$ cat src/rtl/arb_pkg.sv
// Shared definitions for the memory-port arbiter.
//   NUM_REQ : number of requesters (fixed at 4 to match the 4:1 data mux)
//   SEL_W   : width of the mux select / requester index
//   CNT_W   : width of the optional grant timeout counter
//   arb_state_e : FSM encoding, ST_IDLE / ST_GRANT
package arb_pkg;

  localparam int unsigned NUM_REQ = 4;
  localparam int unsigned SEL_W   = 2;
  localparam int unsigned CNT_W   = 8;

  typedef enum logic [0:0] {
    ST_IDLE  = 1'b0,
    ST_GRANT = 1'b1
  } arb_state_e;

endpackage

$ cat src/rtl/rr_pick.sv
// Combinational rotating-priority encoder.
//   req  : request vector
//   ptr  : highest-priority index; search order is ptr, ptr+1, ptr+2, ptr+3 (mod 4)
//   mask : requests to ignore (current owner during a release pick)
//   any  : at least one unmasked request
//   idx  : index of the winning request (0 when any is low)
module rr_pick
  import arb_pkg::*;
(
  input  logic [NUM_REQ-1:0] req,
  input  logic [SEL_W-1:0]   ptr,
  input  logic [NUM_REQ-1:0] mask,
  output logic               any,
  output logic [SEL_W-1:0]   idx
);

  logic [NUM_REQ-1:0] w_cand;
  logic [SEL_W-1:0]   w_pos;

  assign w_cand = req & ~mask;
  assign any    = |w_cand;

  // Walk from the lowest-priority offset up so the highest-priority hit is written last.
  always_comb begin
    idx   = '0;
    w_pos = '0;
    for (int unsigned k = NUM_REQ; k > 0; k--) begin
      w_pos = ptr + SEL_W'(k - 1);
      if (w_cand[w_pos]) idx = w_pos;
    end
  end

endmodule

$ cat src/rtl/mem_port_arbiter.sv
// Round-robin arbiter sharing one 32-bit resource port among four requesters
// (fetch, load/store, debug, DMA). Holds each grant until ack, abort or timeout,
// then rotates priority past the previous owner with zero bubble cycles.
//   clk_i     : clock, rising edge
//   rst_n_i   : asynchronous active-low reset
//   req_i     : per-requester level request
//   ack_i     : single-cycle transaction-complete pulse from the resource
//   gnt_o     : registered one-hot grant, zero when idle
//   select_o  : registered mux select (index of granted requester)
//   valid_o   : transaction active, equals |gnt_o
//   timeout_o : one-cycle pulse on forced release
// Optional feature: define ARB_TIMEOUT_EN to enable the grant timeout counter
// (TIMEOUT_CYCLES, 1..255). Without it timeout_o is tied low.
module mem_port_arbiter
  import arb_pkg::*;
#(
  parameter int unsigned TIMEOUT_CYCLES = 255
) (
  input  logic               clk_i,
  input  logic               rst_n_i,
  input  logic [NUM_REQ-1:0] req_i,
  input  logic               ack_i,
  output logic [NUM_REQ-1:0] gnt_o,
  output logic [SEL_W-1:0]   select_o,
  output logic               valid_o,
  output logic               timeout_o
);

  arb_state_e         r_state;
  logic [SEL_W-1:0]   r_ptr;
  logic [SEL_W-1:0]   r_sel;
  logic [NUM_REQ-1:0] r_gnt;

  logic               w_in_grant;
  logic               w_abort;
  logic               w_tmo;
  logic               w_release;
  logic [SEL_W-1:0]   w_pick_ptr;
  logic [NUM_REQ-1:0] w_pick_mask;
  logic               w_any;
  logic [SEL_W-1:0]   w_idx;

`ifdef ARB_TIMEOUT_EN
  logic [CNT_W-1:0] r_cnt;
  logic             r_tmo;
  assign w_tmo = w_in_grant && !ack_i && (r_cnt == CNT_W'(TIMEOUT_CYCLES - 1));
`else
  assign w_tmo = 1'b0;
`endif

  assign w_in_grant = (r_state == ST_GRANT);
  assign w_abort    = !req_i[r_sel];
  assign w_release  = w_in_grant && (ack_i || w_abort || w_tmo);

  // One picker serves both cases: IDLE uses the stored pointer unmasked; a release
  // uses owner+1 with the owner masked so it cannot win back-to-back over others.
  assign w_pick_ptr  = w_in_grant ? (r_sel + SEL_W'(1)) : r_ptr;
  assign w_pick_mask = w_in_grant ? r_gnt : '0;

  rr_pick u_pick (
    .req  (req_i),
    .ptr  (w_pick_ptr),
    .mask (w_pick_mask),
    .any  (w_any),
    .idx  (w_idx)
  );

  always_ff @(posedge clk_i or negedge rst_n_i) begin
    if (!rst_n_i) begin
      r_state <= ST_IDLE;
      r_ptr   <= '0;
      r_sel   <= '0;
      r_gnt   <= '0;
`ifdef ARB_TIMEOUT_EN
      r_cnt   <= '0;
      r_tmo   <= 1'b0;
`endif
    end else begin
`ifdef ARB_TIMEOUT_EN
      r_tmo <= w_tmo;
      // Counter restarts on every grant (new or re-issued) and runs while held.
      if (w_in_grant && !w_release) r_cnt <= r_cnt + CNT_W'(1);
      else                          r_cnt <= '0;
`endif
      unique case (r_state)
        ST_IDLE: begin
          if (w_any) begin
            r_gnt   <= NUM_REQ'(1) << w_idx;
            r_sel   <= w_idx;
            r_state <= ST_GRANT;
          end
        end
        ST_GRANT: begin
          if (w_release) begin
            r_ptr <= r_sel + SEL_W'(1);
            if (w_any) begin
              r_gnt <= NUM_REQ'(1) << w_idx;
              r_sel <= w_idx;
            end else if (!req_i[r_sel]) begin
              // Nobody else waiting and the owner is done: go idle, select keeps value.
              r_gnt   <= '0;
              r_state <= ST_IDLE;
            end
          end
        end
        default: r_state <= ST_IDLE;
      endcase
    end
  end

  assign gnt_o    = r_gnt;
  assign select_o = r_sel;
  assign valid_o  = |r_gnt;
`ifdef ARB_TIMEOUT_EN
  assign timeout_o = r_tmo;
`else
  assign timeout_o = 1'b0;
`endif

endmodule

$ cat config.mk
export PLATFORM = sky130hd
export DESIGN_NAME = mem_port_arbiter
export DESIGN_NICKNAME = d
export VERILOG_FILES = /design/src/rtl/arb_pkg.sv /design/src/rtl/rr_pick.sv /design/src/rtl/mem_port_arbiter.sv
export SDC_FILE = /design/constraint.sdc
export NUM_CORES = 1
export LEC_CHECK = 0
export BUFFER_PORTS_ARGS = -buffer_cell sky130_fd_sc_hd__buf_2
export CORE_MARGIN = 2
export CORE_UTILIZATION = 45
export DETAILED_ROUTE_END_ITERATION = 6
export GPL_ROUTABILITY_DRIVEN = 0
export PLACE_DENSITY = 0.8
export SETUP_SLACK_MARGIN = 0.4
export SLEW_MARGIN = 20
export SYNTH_ARGS = -nofsm -noshare
export SYNTH_HDL_FRONTEND = slang
export SYNTH_HIERARCHICAL = 1
export SYNTH_SLANG_ARGS = --single-unit
$ cat constraint.sdc
create_clock -name clk_i -period 2.2 [get_ports clk_i]
set_input_delay 0.11 -clock clk_i [delete_from_list [all_inputs] [get_ports clk_i]]
set_output_delay 0.11 -clock clk_i [all_outputs]
set_load 0.1 [all_outputs]
==> impl_metrics.tcl <==
set metrics [dict create \
    status "finished clean" \
    clockBufferDepth 2 \
    cts_sinks 9 \
    end_kind "flop" \
    rsz0062_at_grt "true" \
    coreArea_um2 1320 \
    yosysUniqueCellTypes 33 \
    start_util_pct 49.3 \
    path_class "reg2reg" \
    seq_area_frac_synth_pct 34.7 \
    dr.pass1.iters 4 \
    skew_ns 0.00858 \
    async_reset_ff_share_pct 100 \
    clk_latency_ns 0.25 \
    htreeDepth 1 \
    setup_viol 0 \
    final_cell_mix "buf_2, buf_4, nor2_1" \
    cts_root_buf "clkbuf_4" \
    setup-tns-final_ns 0 \
    rr_startpoint "select_o[1]$_DFFE_PN0P_" \
    die_h_um 42.0 \
    path_clk_slew_ns 0.06 \
    die_w_um 42.0 \
    clock.fmax_ghz 0.514 \
    worstSetupStartpointType "flop" \
    grt_antenna_before_repair 0 \
    syn_avg_cell_area_um2 9.15 \
    io_pins 15 \
    reg2reg_depth 7 \
    final_nets 102 \
    ys_ff_latch 9 \
    dr_total_vias 612 \
    yosysWarningCount 6 \
    crit_path_max_fanout 5 \
    ant_nets 0 \
    final_common_cell "buf_2" \
    synth-main-ff-cell "dfrtp_1" \
    finalCriticalPeriod_ns 1.95 \
    wl_per_cell_um 15.3 \
    syn_nets 78 \
    drt_iter0_markers 5 \
    numCtsBuffers 3 \
    cp_cell_sequence "xnor2_4 -> a21oi_4 -> and3b_2 -> or3b_4 -> a2bb2oi_4 -> nand3_2 -> a21oi_2" \
    report.final.slew_viol_count 0 \
    drcViolationCount 0 \
    portBuffers 13 \
    grt_usage_pct 22.9 \
    num_rows 13 \
    hold_viol 0 \
    syn-cell-area_um2 649 \
    timing.final.crit_share_pct 88.4 \
    synthCells 71 \
    required_ns 2.38 \
    area_delta_synth_final_pct 45.1 \
    grt_pass1_wl_mm 2.99 \
    drt-total-wl_mm 1.67 \
    die_area_um2 1760 \
    critPathSlowestCell "dfrtp_4" \
    cts_tree "built" \
    max_cap_violations 0 \
    grt_pass1_vias 641 \
    r2r_end "gnt_o[3]$_DFFE_PN0P_" \
    via_per_inst 5.61 \
    hp-class "in2async" \
    grt_start_max_net_pins 11 \
    synth-edff-count 0 \
    drive_gt1_share_pct 54.3 \
    max_stage_delay_ns 0.50 \
    dpl.hpwl_mm 1.18 \
    arrival_ns 2.13 \
    grt_overflow 0 \
    antenna_cells 0 \
    rrSetupSlack_ns 0.25 \
]
worst max-delay path: cells and delay by family, from the launching register on:
family / cells / cell delay (ns)
compound gates: 3 / 0.46
xor+xnor: 1 / 0.20
flops: 1 / 0.50
simple gates: 3 / 0.72
through the flow:
| step | setup slack [ns] | hold WS (ns) | instance area (um2) | std cells | utilization, % |
|---|---|---|---|---|---|
| after floorplan | 0.207 | -0.186 | 727 | 71 | - |
| after global placement | 0.211 | -0.0349 | 800 | 97 | 60.7 |
| after CTS | 0.288 | 0.221 | 941 | 109 | 71.4 |
| final | 0.255 | 0.224 | 942 | 109 | 71.5 |
| after global routing | 0.179 | 0.249 | 942 | 109 | 71.5 |
| after detailed placement | 0.180 | -0.0342 | 800 | 97 | 60.7 |
cells in the mapped netlist, types with 2 or more instances:
master	count	area (um2)
nor2_1	7	26.3
a21oi_1	8	40.0
nand2_1	2	7.51
o21ai_1	2	10.0
mux2i_1	3	30.0
nand2b_1	3	18.8
o21a_1	2	15.0
mux2_1	2	22.5
dfrtp_1	9	225
inv_1	3	11.3
nor4_1	2	12.5
and2_1	4	25.0
clkbuf_1	2	7.51
nand3b_1	2	15.0
nor3b_1	2	15.0
layout make-up:
type                    count  area [um2]
inverters                   4        15.0
repair buffers             22         135
fillers                    99         375
clock buffers               4        26.3
well taps                  15        18.8
multi-input cells          55         498
flip-flops and latches      9         249
per-layer routing:
layer	global-route usage [%]	routed length [um]
met2	39.1	877
met5	0	0
met1	28.0	703
met4	9.68	23
met3	4.31	60
cell families after synthesis:
| logic type | Yosys count | synth area share (%) |
|---|---|---|
| xor+xnor | 1 | 1.35 |
| compound gates | 18 | 19.7 |
| simple gates | 29 | 27.6 |
| buf+inv | 7 | 4.62 |
| mux | 6 | 11.6 |
| flops | 9 | 34.7 |
| other cells | 1 | 0.577 |
worst max-delay path by stage:
stage	from	depth (start not counted)	slack [ns]	end
3_5_place_dp	r_state$_DFF_PN0_	6	0.18	gnt_o[0]$_DFFE_PN0P_
3_3_place_gp	r_state$_DFF_PN0_	6	0.21	gnt_o[0]$_DFFE_PN0P_
2_1_floorplan	select_o[1]$_DFFE_PN0P_	7	0.21	gnt_o[0]$_DFFE_PN0P_
5_1_grt	select_o[1]$_DFFE_PN0P_	7	0.18	gnt_o[1]$_DFFE_PN0P_
6_report	select_o[1]$_DFFE_PN0P_	7	0.25	gnt_o[3]$_DFFE_PN0P_
4_1_cts	select_o[0]$_DFFE_PN0P_	7	0.29	gnt_o[0]$_DFFE_PN0P_
repair_timing:
| action | in CTS | in global routing |
|---|---|---|
| resized for setup | 9 | 1 |
| setup buffers | 7 | 0 |
| pin swaps | 6 | 3 |
| hold buffers | 1 | 0 |
| hold endpoints to repair | 9 | 0 |
| setup endpoints to repair | 6 | 6 |
flip-flops by register name, indices dropped and copies added, names as in the netlist:
signal,flops
select_o,2
r_ptr,2
gnt_o,4
r_state,1
Power is not shown: default switching activity piles up to over one toggle a cycle in this logic, so the estimate is an artifact.
